**src/rtl/cache_pkg.sv**
```systemverilog
// Shared types and address-field helpers for the write-back cache controller.
// Address layout: [1:0] byte, [3:2] word, [IDX+3:4] index, top TAG_BITS tag.
package cache_pkg;

  typedef enum logic [2:0] {
    S_IDLE,
    S_COMPARE,
    S_WRITEBACK,
    S_ALLOCATE,
    S_RESPOND
  } state_t;

  localparam int WORD_LSB = 2;
  localparam int IDX_LSB  = 4;

  function automatic int tag_lsb(input int idx_bits);
    return IDX_LSB + idx_bits;
  endfunction

  function automatic logic [1:0] addr_word(input logic [31:0] addr);
    return addr[WORD_LSB +: 2];
  endfunction

  function automatic logic [31:0] addr_index(input logic [31:0] addr, input int idx_bits);
    return (addr >> IDX_LSB) & ((32'd1 << idx_bits) - 32'd1);
  endfunction

  function automatic logic [31:0] addr_tag(input logic [31:0] addr, input int idx_bits);
    return addr >> tag_lsb(idx_bits);
  endfunction

endpackage

```
**src/rtl/cache_shadow_dir.sv**
```systemverilog
// Shadow directory: per-line valid/dirty/tag, mirroring what the cache array
// holds so the controller knows whether and where to write back a victim.
module cache_shadow_dir #(
  parameter  int LINES    = 32,
  parameter  int TAG_BITS = 6,
  localparam int IDX      = $clog2(LINES)
) (
  input  logic                clk,
  input  logic                reset,
  input  logic [IDX-1:0]      idx,
  output logic                rd_valid,
  output logic                rd_dirty,
  output logic [TAG_BITS-1:0] rd_tag,
  input  logic                set_dirty,
  input  logic                clr_dirty,
  input  logic                fill,
  input  logic [TAG_BITS-1:0] fill_tag
);

  logic [LINES-1:0]    valid_q, valid_d;
  logic [LINES-1:0]    dirty_q, dirty_d;
  logic [TAG_BITS-1:0] tag_q [LINES];
  logic [TAG_BITS-1:0] tag_d [LINES];

  assign rd_valid = valid_q[idx];
  assign rd_dirty = dirty_q[idx];
  assign rd_tag   = tag_q[idx];

  // NOTE: start from the current state so every path assigns; no latches.
  always_comb begin
    valid_d = valid_q;
    dirty_d = dirty_q;
    tag_d   = tag_q;
    if (fill) begin
      valid_d[idx] = 1'b1;
      dirty_d[idx] = 1'b0;
      tag_d[idx]   = fill_tag;
    end
    if (set_dirty) dirty_d[idx] = 1'b1;
    if (clr_dirty) dirty_d[idx] = 1'b0;
  end

  // NOTE: this small directory is flops, so it is cleared on reset; a RAM-based
  // store would clear only the valid bits. Sequential state uses <= only.
  always_ff @(posedge clk or negedge reset) begin
    if (!reset) begin
      valid_q <= '0;
      dirty_q <= '0;
      for (int i = 0; i < LINES; i++) tag_q[i] <= '0;
    end else begin
      valid_q <= valid_d;
      dirty_q <= dirty_d;
      tag_q   <= tag_d;
    end
  end

endmodule

```
**src/rtl/cache_controller.sv**
```systemverilog
// Write-back, write-allocate controller for a direct-mapped cache array:
// FSM, request latch, saturating hit/miss counters and the shadow directory.
module cache_controller
  import cache_pkg::*;
#(
  parameter  int LINES      = 32,
  parameter  int TAG_BITS   = 6,
  parameter  int BLOCK_BITS = 256,
  parameter  int CNT_BITS   = 16,
  localparam int IDX        = $clog2(LINES),
  localparam int AW         = TAG_BITS + IDX + IDX_LSB
) (
  input  logic                      clk,
  input  logic                      reset,
  input  logic                      cpu_req,
  input  logic                      cpu_we,
  input  logic [AW-1:0]             cpu_addr,
  input  logic [31:0]               cpu_wdata,
  output logic                      cpu_ready,
  output logic [31:0]               cpu_rdata,
  output logic [TAG_BITS-1:0]       c_tag,
  output logic [IDX-1:0]            c_index,
  output logic [1:0]                c_word_sel,
  output logic                      c_write_en,
  output logic [31:0]               c_write_data,
  output logic                      c_load_line,
  output logic [BLOCK_BITS-1:0]     c_block_in,
  input  logic                      c_hit,
  input  logic [31:0]               c_read_word,
  input  logic [BLOCK_BITS-1:0]     c_block_out,
  output logic                      mem_req,
  output logic                      mem_we,
  output logic [TAG_BITS+IDX-1:0]   mem_addr,
  output logic [BLOCK_BITS-1:0]     mem_wdata,
  input  logic [BLOCK_BITS-1:0]     mem_rdata,
  input  logic                      mem_ack,
  output logic [CNT_BITS-1:0]       hit_count,
  output logic [CNT_BITS-1:0]       miss_count
);

  state_t              state_q, state_d;
  logic [AW-1:0]       addr_q, addr_d;
  logic                we_q, we_d;
  logic [31:0]         wdata_q, wdata_d;
  logic [31:0]         rdata_q, rdata_d;
  logic                ready_q, ready_d;
  logic                refill_q, refill_d;
  logic [CNT_BITS-1:0] hit_cnt_q, hit_cnt_d;
  logic [CNT_BITS-1:0] miss_cnt_q, miss_cnt_d;

  logic [31:0]         addr_ext;
  logic [IDX-1:0]      idx;
  logic [TAG_BITS-1:0] tag;
  logic                sd_valid, sd_dirty;
  logic [TAG_BITS-1:0] sd_tag;
  logic                set_dirty, clr_dirty, fill;

  assign addr_ext = 32'(addr_q);
  assign idx      = IDX'(addr_index(addr_ext, IDX));
  assign tag      = TAG_BITS'(addr_tag(addr_ext, IDX));

  cache_shadow_dir #(
    .LINES    (LINES),
    .TAG_BITS (TAG_BITS)
  ) u_dir (
    .clk       (clk),
    .reset     (reset),
    .idx       (idx),
    .rd_valid  (sd_valid),
    .rd_dirty  (sd_dirty),
    .rd_tag    (sd_tag),
    .set_dirty (set_dirty),
    .clr_dirty (clr_dirty),
    .fill      (fill),
    .fill_tag  (tag)
  );

  always_ff @(posedge clk or negedge reset) begin
    if (!reset) state_q <= S_IDLE;
    else        state_q <= state_d;
  end

  always_comb begin
    state_d = state_q;
    unique case (state_q)
      S_IDLE:      if (cpu_req) state_d = S_COMPARE;
      S_COMPARE: begin
        if (c_hit)                     state_d = S_RESPOND;
        else if (sd_valid && sd_dirty) state_d = S_WRITEBACK;
        else                           state_d = S_ALLOCATE;
      end
      S_WRITEBACK: if (mem_ack) state_d = S_ALLOCATE;
      S_ALLOCATE:  if (mem_ack) state_d = S_COMPARE;
      S_RESPOND:   state_d = S_IDLE;
      default:     state_d = S_IDLE;
    endcase
  end

  // Cache-side and memory-side strobes are combinational so a zero-wait ack
  // completes in the state's first cycle.
  always_comb begin
    c_write_en  = 1'b0;
    c_load_line = 1'b0;
    c_block_in  = '0;
    mem_req     = 1'b0;
    mem_we      = 1'b0;
    mem_addr    = '0;
    mem_wdata   = '0;
    set_dirty   = 1'b0;
    clr_dirty   = 1'b0;
    fill        = 1'b0;
    unique case (state_q)
      S_COMPARE: begin
        if (c_hit && we_q) begin
          c_write_en = 1'b1;
          set_dirty  = 1'b1;
        end
      end
      S_WRITEBACK: begin
        mem_req   = 1'b1;
        mem_we    = 1'b1;
        mem_addr  = {sd_tag, idx};
        mem_wdata = c_block_out;
        clr_dirty = mem_ack;
      end
      S_ALLOCATE: begin
        mem_req  = 1'b1;
        mem_addr = {tag, idx};
        if (mem_ack) begin
          c_load_line = 1'b1;
          c_block_in  = mem_rdata;
          fill        = 1'b1;
        end
      end
      default: ;
    endcase
  end

  assign c_tag        = tag;
  assign c_index      = idx;
  assign c_word_sel   = addr_word(addr_ext);
  assign c_write_data = wdata_q;
  assign cpu_ready    = ready_q;
  assign cpu_rdata    = rdata_q;
  assign hit_count    = hit_cnt_q;
  assign miss_count   = miss_cnt_q;

  always_comb begin
    addr_d     = addr_q;
    we_d       = we_q;
    wdata_d    = wdata_q;
    rdata_d    = rdata_q;
    refill_d   = refill_q;
    hit_cnt_d  = hit_cnt_q;
    miss_cnt_d = miss_cnt_q;
    // Registered so the completion pulse lands three cycles after the request.
    ready_d    = (state_q == S_RESPOND);
    unique case (state_q)
      S_IDLE: begin
        if (cpu_req) begin
          addr_d  = cpu_addr;
          we_d    = cpu_we;
          wdata_d = cpu_wdata;
        end
      end
      S_COMPARE: begin
        if (c_hit) begin
          if (!we_q) rdata_d = c_read_word;
          // The re-compare after a refill completes an access already counted as a miss.
          if (!refill_q && hit_cnt_q != '1) hit_cnt_d = hit_cnt_q + CNT_BITS'(1);
        end else if (miss_cnt_q != '1) begin
          miss_cnt_d = miss_cnt_q + CNT_BITS'(1);
        end
      end
      S_ALLOCATE: if (mem_ack) refill_d = 1'b1;
      S_RESPOND:  refill_d = 1'b0;
      default: ;
    endcase
  end

  always_ff @(posedge clk or negedge reset) begin
    if (!reset) begin
      addr_q     <= '0;
      we_q       <= 1'b0;
      wdata_q    <= '0;
      rdata_q    <= '0;
      ready_q    <= 1'b0;
      refill_q   <= 1'b0;
      hit_cnt_q  <= '0;
      miss_cnt_q <= '0;
    end else begin
      addr_q     <= addr_d;
      we_q       <= we_d;
      wdata_q    <= wdata_d;
      rdata_q    <= rdata_d;
      ready_q    <= ready_d;
      refill_q   <= refill_d;
      hit_cnt_q  <= hit_cnt_d;
      miss_cnt_q <= miss_cnt_d;
    end
  end

endmodule

```
**config.mk**
```make
export PLATFORM = sky130hd
export DESIGN_NAME = cache_controller
export DESIGN_NICKNAME = d
export VERILOG_FILES = /design/src/rtl/cache_pkg.sv /design/src/rtl/cache_shadow_dir.sv /design/src/rtl/cache_controller.sv
export SDC_FILE = /design/constraint.sdc
export NUM_CORES = 1
export LEC_CHECK = 0
export ABC_CLOCK_PERIOD_IN_PS = 2300
export CORE_AREA = 4 4 483 485
export DETAILED_ROUTE_END_ITERATION = 10
export DIE_AREA = 0 0 487 489
export GPL_ROUTABILITY_DRIVEN = 0
export SLEW_MARGIN = 30
export SYNTH_ARGS = -nofsm -noshare
export SYNTH_HDL_FRONTEND = slang
export SYNTH_SLANG_ARGS = --single-unit
```
**constraint.sdc**
```tcl
create_clock -name clk -period 2.3 [get_ports clk]
set_clock_uncertainty 0.15 [all_clocks]
set_input_delay 0.46 -clock clk [delete_from_list [all_inputs] [get_ports clk]]
set_output_delay 0.46 -clock clk [all_outputs]
set_load 0.1 [all_outputs]
```
# Word-level counts from Yosys, hierarchy flattened
# Index checks and enable logic that the tools add are counted.
# Widths: inputs -> output; s select.
[op_classes]
add_sub_neg = 2
n_lt_le_gt_ge = 4
n_eq_ne = 9
muxes = 34
n_bitwise = 8
n_reduce_logical = 15
[op_table]
columns = ["operator", "count"]
rows = [
  ["$mux 256", 3],
  ["$bwmux 192", 1],
  ["$mux 32", 3],
  ["$and 32x32->32", 2],
  ["$or 32x32->32", 2],
  ["$add 16x1->16 const B", 2],
  ["$ne 16x16->1 const B", 2],
  ["$not 32->32", 1],
  ["$bmux 6 s5", 1],
  ["$demux 6 s5", 1],
  ["$pmux 11 s2", 1],
  ["$mux 6", 3],
  ["$mux 1", 12],
  ["$mux 3", 4],
  ["$pmux 3 s4", 1],
  ["$reduce_and 3->1", 4],
  ["$bmux 1 s5", 2],
  ["$eq 3x2->1 const B", 2],
  ["$ge 6x6->1 const B", 1],
  ["$lt 5x6->1 const B", 1],
  ["$lt 6x1->1 const B", 1],
  ["$ne 2x2->1 const B", 3],
  ["$not 5->6", 1],
  ["$demux 1 s5", 1],
  ["11 further kinds", 17],
]
[word_totals]
reg_bits = 373
word_cells = 115

# Depth between registers and ports, before layout
[logic_depth]
ltp_word = 11
mapped_depth = 9
depth_no_buf = 6

# Cells and area by module
# A second synthesis with hierarchy kept.
[hier_totals]
hier_cells = 1864
hier_area_um2 = 20327.0
[modules_own_cells]
columns = ["mod", "n_inst", "cells_per_inst", "area_per_inst_um2"]
rows = [
  ["cache_shadow_dir", 1, 946, 12197.9],
  ["cache_controller", 1, 918, 8129.0],
]

# Worst setup path before layout
# OpenSTA, ideal clock, no wires.
[synth_timing]
kind = "reg-to-output"
from = "register addr_q[5]"
to = "output port mem_addr[7]"
arrival_time_ns = 3.590
required_ns = 1.690
path_slack_ns = -1.900
stages_incl_launch_ff = 8
cell_sequence = "dfrtp_1 -> buf_2 -> buf_1 -> mux4_2 -> mux2i_1 -> o21ai_0 -> nand2_1 -> a21oi_1"
[synth_between]
elab_chain_cells = 5
[synth_rtl]
columns = ["element", "line_no", "rtl"]
rows = [
  ["from (decl)", "cache_controller.sv:42", "logic [AW-1:0] addr_q, addr_d;"],
  ["from (signal assigned)", "cache_controller.sv:192", "addr_q <= addr_d;"],
  ["$not 5->6 (implied by the code)", "cache_shadow_dir.sv:27", "assign rd_tag = tag_q[idx];"],
  ["$bmux 6 s5", "cache_shadow_dir.sv:27", ""],
  ["$mux 6 (implied by the code) (2 in a row)", "cache_shadow_dir.sv:27", ""],
  ["$pmux 11 s2", "cache_controller.sv:112", "unique case (state_q)"],
  ["to (decl)", "cache_controller.sv:33", "output logic [TAG_BITS+IDX-1:0] mem_addr,"],
]
# No other way between the ends. The select of a mux whose other input is x is not followed.

# Final worst setup path
[layout_timing]
from = "register addr_q[4]"
to = "output port mem_addr[10]"
# Same word-level chain as after synthesis.

==> results.sh <==
export IMPL_period_minus_slack_ns=3.43
export IMPL_placed_area_um2=44700
export IMPL_seqPwrFrac=0.160
export IMPL_synth_area_top_cells="dfrtp_1 (47%), mux2_2 (15%), and2_1 (8.4%)"
export IMPL_cts_sinks=371
export IMPL_avgSynthCellArea_um2=11.3
export IMPL_dr_pass1_iters=7
export IMPL_syn_cell_area_um2=19900
export IMPL_power_density_nw_per_um2=1290
export IMPL_clk_latency_ns=0.61
export IMPL_tightest_slew_ns=0.752
export IMPL_grt_use_total=0.156
export IMPL_p_sw_frac=0.520
export IMPL_synthFlopType="dfrtp_1"
export IMPL_synth_edff_count=0
export IMPL_grt_pass1_vias=22200
export IMPL_crit_chain="buf_6 -> buf_4 -> mux4_2 -> a22oi_2 -> nand3_2 -> a21oi_4 -> buf_6 -> nor2_4 -> buf_12"
export IMPL_max_freq_mhz=292
export IMPL_nFillCells=24200
export IMPL_leakage_nw=20.5
export IMPL_drt_iter0_drc=1260
export IMPL_cp_end_kind="primary output"
export IMPL_die_x_um=487
export IMPL_synth_net_count=2357
export IMPL_max_stage_delay_ns=0.50
export IMPL_finalInstanceArea_um2=49800
export IMPL_intPower_mw=30.9
export IMPL_worst_slack_ns=-1.13
export IMPL_netlist_area_leader_share=0.467
export IMPL_switchingPower_mw=33.5
export IMPL_via_count=21600
export IMPL_drive_above_1_share=0.620
export IMPL_cts_max_path_buffers=3
export IMPL_ir_drop_uv=1250
export IMPL_fin_cells=6336
export IMPL_synth_area_leader_cell="dfrtp_1"
export IMPL_htreeDepth=2
export IMPL_postLayoutCoreUtil=0.217
export IMPL_fin_tns_setup_ns=-369.54
export IMPL_start_kind="flip-flop"
export IMPL_root_buffer="clkbuf_16"
export IMPL_start_util=0.0867
export IMPL_layout_worst_path_cycle_share=1.49
export IMPL_violations="setup timing"
export IMPL_overflow=0
export IMPL_ys_ff_latch=371
export IMPL_yosysWarnings=0
export IMPL_die_area_um2=238000
export IMPL_hold_viol_final=0
export IMPL_drc=0
export IMPL_grt_max_degree=66
export IMPL_die_h_um=489
export IMPL_routedWlPerCell_um=31.1
export IMPL_numCtsBuffers=42
export IMPL_drt_total_wl_um=197000
export IMPL_crit_fanout=4
export IMPL_critical_path_class="flip-flop to primary output"
export IMPL_drtAntennaViolNets=0
export IMPL_path_buf_inv=4
export IMPL_p_clk_frac=0.109
export IMPL_area_delta_synth_final_pct=150
export IMPL_dp_hpwl_um=167000
export IMPL_synthCells=1758
export IMPL_ys_types=53
export IMPL_cap_violations=0
export IMPL_synth_seq_area_share=0.467
export IMPL_io_buffers=1231
export IMPL_worstPathArrival_ns=2.82
export IMPL_p_comb_frac=0.732
export IMPL_critPathSlowestCell="dfrtp_4"
export IMPL_num_rows=176
export IMPL_yosysMostFrequentCell="dfrtp_1"
export IMPL_required_ns=1.69
export IMPL_hp_class="input pin to asynchronous set/reset pin"
export IMPL_clkTransAtPathRegs_ns=0.07
export IMPL_rsz0062_at_grt="yes"
export IMPL_fin_nets=3840
export IMPL_setup_violations=765
export IMPL_coreArea_um2=229000
export IMPL_status="finished, violations left"
export IMPL_drv_slew=0
export IMPL_crit_top_cell="buf_6"
export IMPL_synthTopCellsByCount="dfrtp_1 (371), and2_1 (267), and3_1 (265), mux2_2 (262), clkbuf_1 (125)"
export IMPL_ios=1234
export IMPL_slew_headroom=0.498
export IMPL_antenna_found_initial=172
export IMPL_cts_tree="built"
export IMPL_numPlacedInstances=6073
export IMPL_cp_top_family="buffers and inverters"
export IMPL_synthArstFlopShare=1.00
export IMPL_viasPerCell=3.41
export IMPL_grt_pass1_wl_um=243000
-- registers in the layout, summed over array words and instances (netlist names), 3 cells and up --
signal,flops
u_dir.tag_q,192
c_write_data,32
cpu_rdata,32
u_dir.dirty_q,32
u_dir.valid_q,32
hit_count,16
miss_count,16
addr_q,13
state_q,3
-- final cells by class --
| class | instances | area (µm²) | share of cell area |
|---|---|---|---|
| tap | 3026 | 3790 | 0.0760 |
| timing repair buffer | 1591 | 22900 | 0.459 |
| inverter | 10 | 82.6 | 0.00166 |
| clock buffer | 58 | 1210 | 0.0244 |
| multi-input combinational | 1223 | 12100 | 0.244 |
| timing repair inverter | 2 | 60.1 | 0.00121 |
| clock inverter | 20 | 213 | 0.00427 |
| sequential | 371 | 9330 | 0.187 |
| antenna | 35 | 87.6 | 0.00176 |
-- placed cells by master (no fill, tap or decap), types with 17 or more instances in the layout --
master | netlist | final
xnor2_1 | 21 | 21
mux2_2 | 262 | 262
buf_16 | 0 | 32
clkdlybuf4s50_1 | 0 | 593
and2_4 | 0 | 262
and3_4 | 0 | 254
nand2_1 | 23 | 23
buf_12 | 0 | 643
clkbuf_16 | 0 | 57
buf_6 | 2 | 38
dfrtp_1 | 371 | 345
diode_2 | 0 | 35
buf_4 | 6 | 227
o21ai_0 | 81 | 80
nand3_1 | 24 | 19
nand2b_1 | 17 | 17
mux2i_1 | 29 | 28
dfrtp_2 | 0 | 19
mux4_2 | 52 | 52
buf_8 | 0 | 41
-- worst register-to-register path, delay by kind of cell (launching register included) --
family,cells,cell delay (ns)
DFF,1,0.44
muxes,1,0.36
buffers and inverters,3,0.91
and+or+nand+nor,3,0.69
-- per-layer routing --
metal  vias to the layer above  part of all wire  track usage
met1                     10800              0.38        0.176
li1                       9277                 -            -
met5                         -            0.0016            0
met4                        48             0.023       0.0341
met3                       282              0.14        0.103
met2                      1187              0.45        0.244
-- power groups by stage --
stage / logic [mW] / registers (mW) / clock network, mW
after detailed placement: 41.5 / 10.4 / 0
after global routing: 48.6 / 10.5 / 7.48
after floorplan: 19.7 / 15.4 / 0
final: 47.2 / 10.3 / 7.00
after global placement: 41.4 / 10.3 / 0
after CTS: 46.7 / 10.3 / 7.29
-- what timing repair did --
action | CTS | global route
cloned | 51 | 16
setup buffers | 75 | 47
setup endpoints to repair | 756 | 776
hold buffers | 1 | 0
hold endpoints to repair | 326 | 0
pin swaps | 170 | 149
gates resized for setup | 230 | 154
-- cell families (layout without fill, tap and decap cells) --
kind of cell	Yosys count	after routing	synth area share
AO/OA/AOI/OAI	132	132	0.0379
buffers and inverters	164	1681	0.0339
multiplexers	354	354	0.228
AND/OR/NAND/NOR	707	707	0.220
other	0	35	0
flip-flops	371	371	0.467
adder cells (fa/ha/maj)	2	2	0.00126
XOR/XNOR	28	28	0.0123
-- worst paths after layout --
check	startpoint	to	slack, ns	cells past startpoint
worst max-delay path	addr_q[4]	mem_addr[10]	-1.13	9
min in group clk	cpu_addr[8]	addr_q[8]	0.31	3
worst min register to register	u_dir.valid_q[19]	u_dir.valid_q[19]	0.32	1
worst max register to register	addr_q[4]	u_dir.tag_q[185]	-0.40	7
worst min-delay path	reset	miss_count[12]	0.19	2
max in group asynchronous	reset	cpu_rdata[30]	1.01	4
-- stage by stage --
stage | power [mW] | hold WS (ns) | worst slack, ns
floorplan | 35.2 | 0.0144 | -0.511
global placement | 51.6 | 0.218 | -0.769
detailed placement | 51.9 | 0.202 | -0.684
CTS | 64.3 | 0.144 | -1.20
global route | 66.6 | 0.189 | -1.20
finish | 64.4 | 0.185 | -1.13
Note: power is estimated with default switching activity, not from simulation.
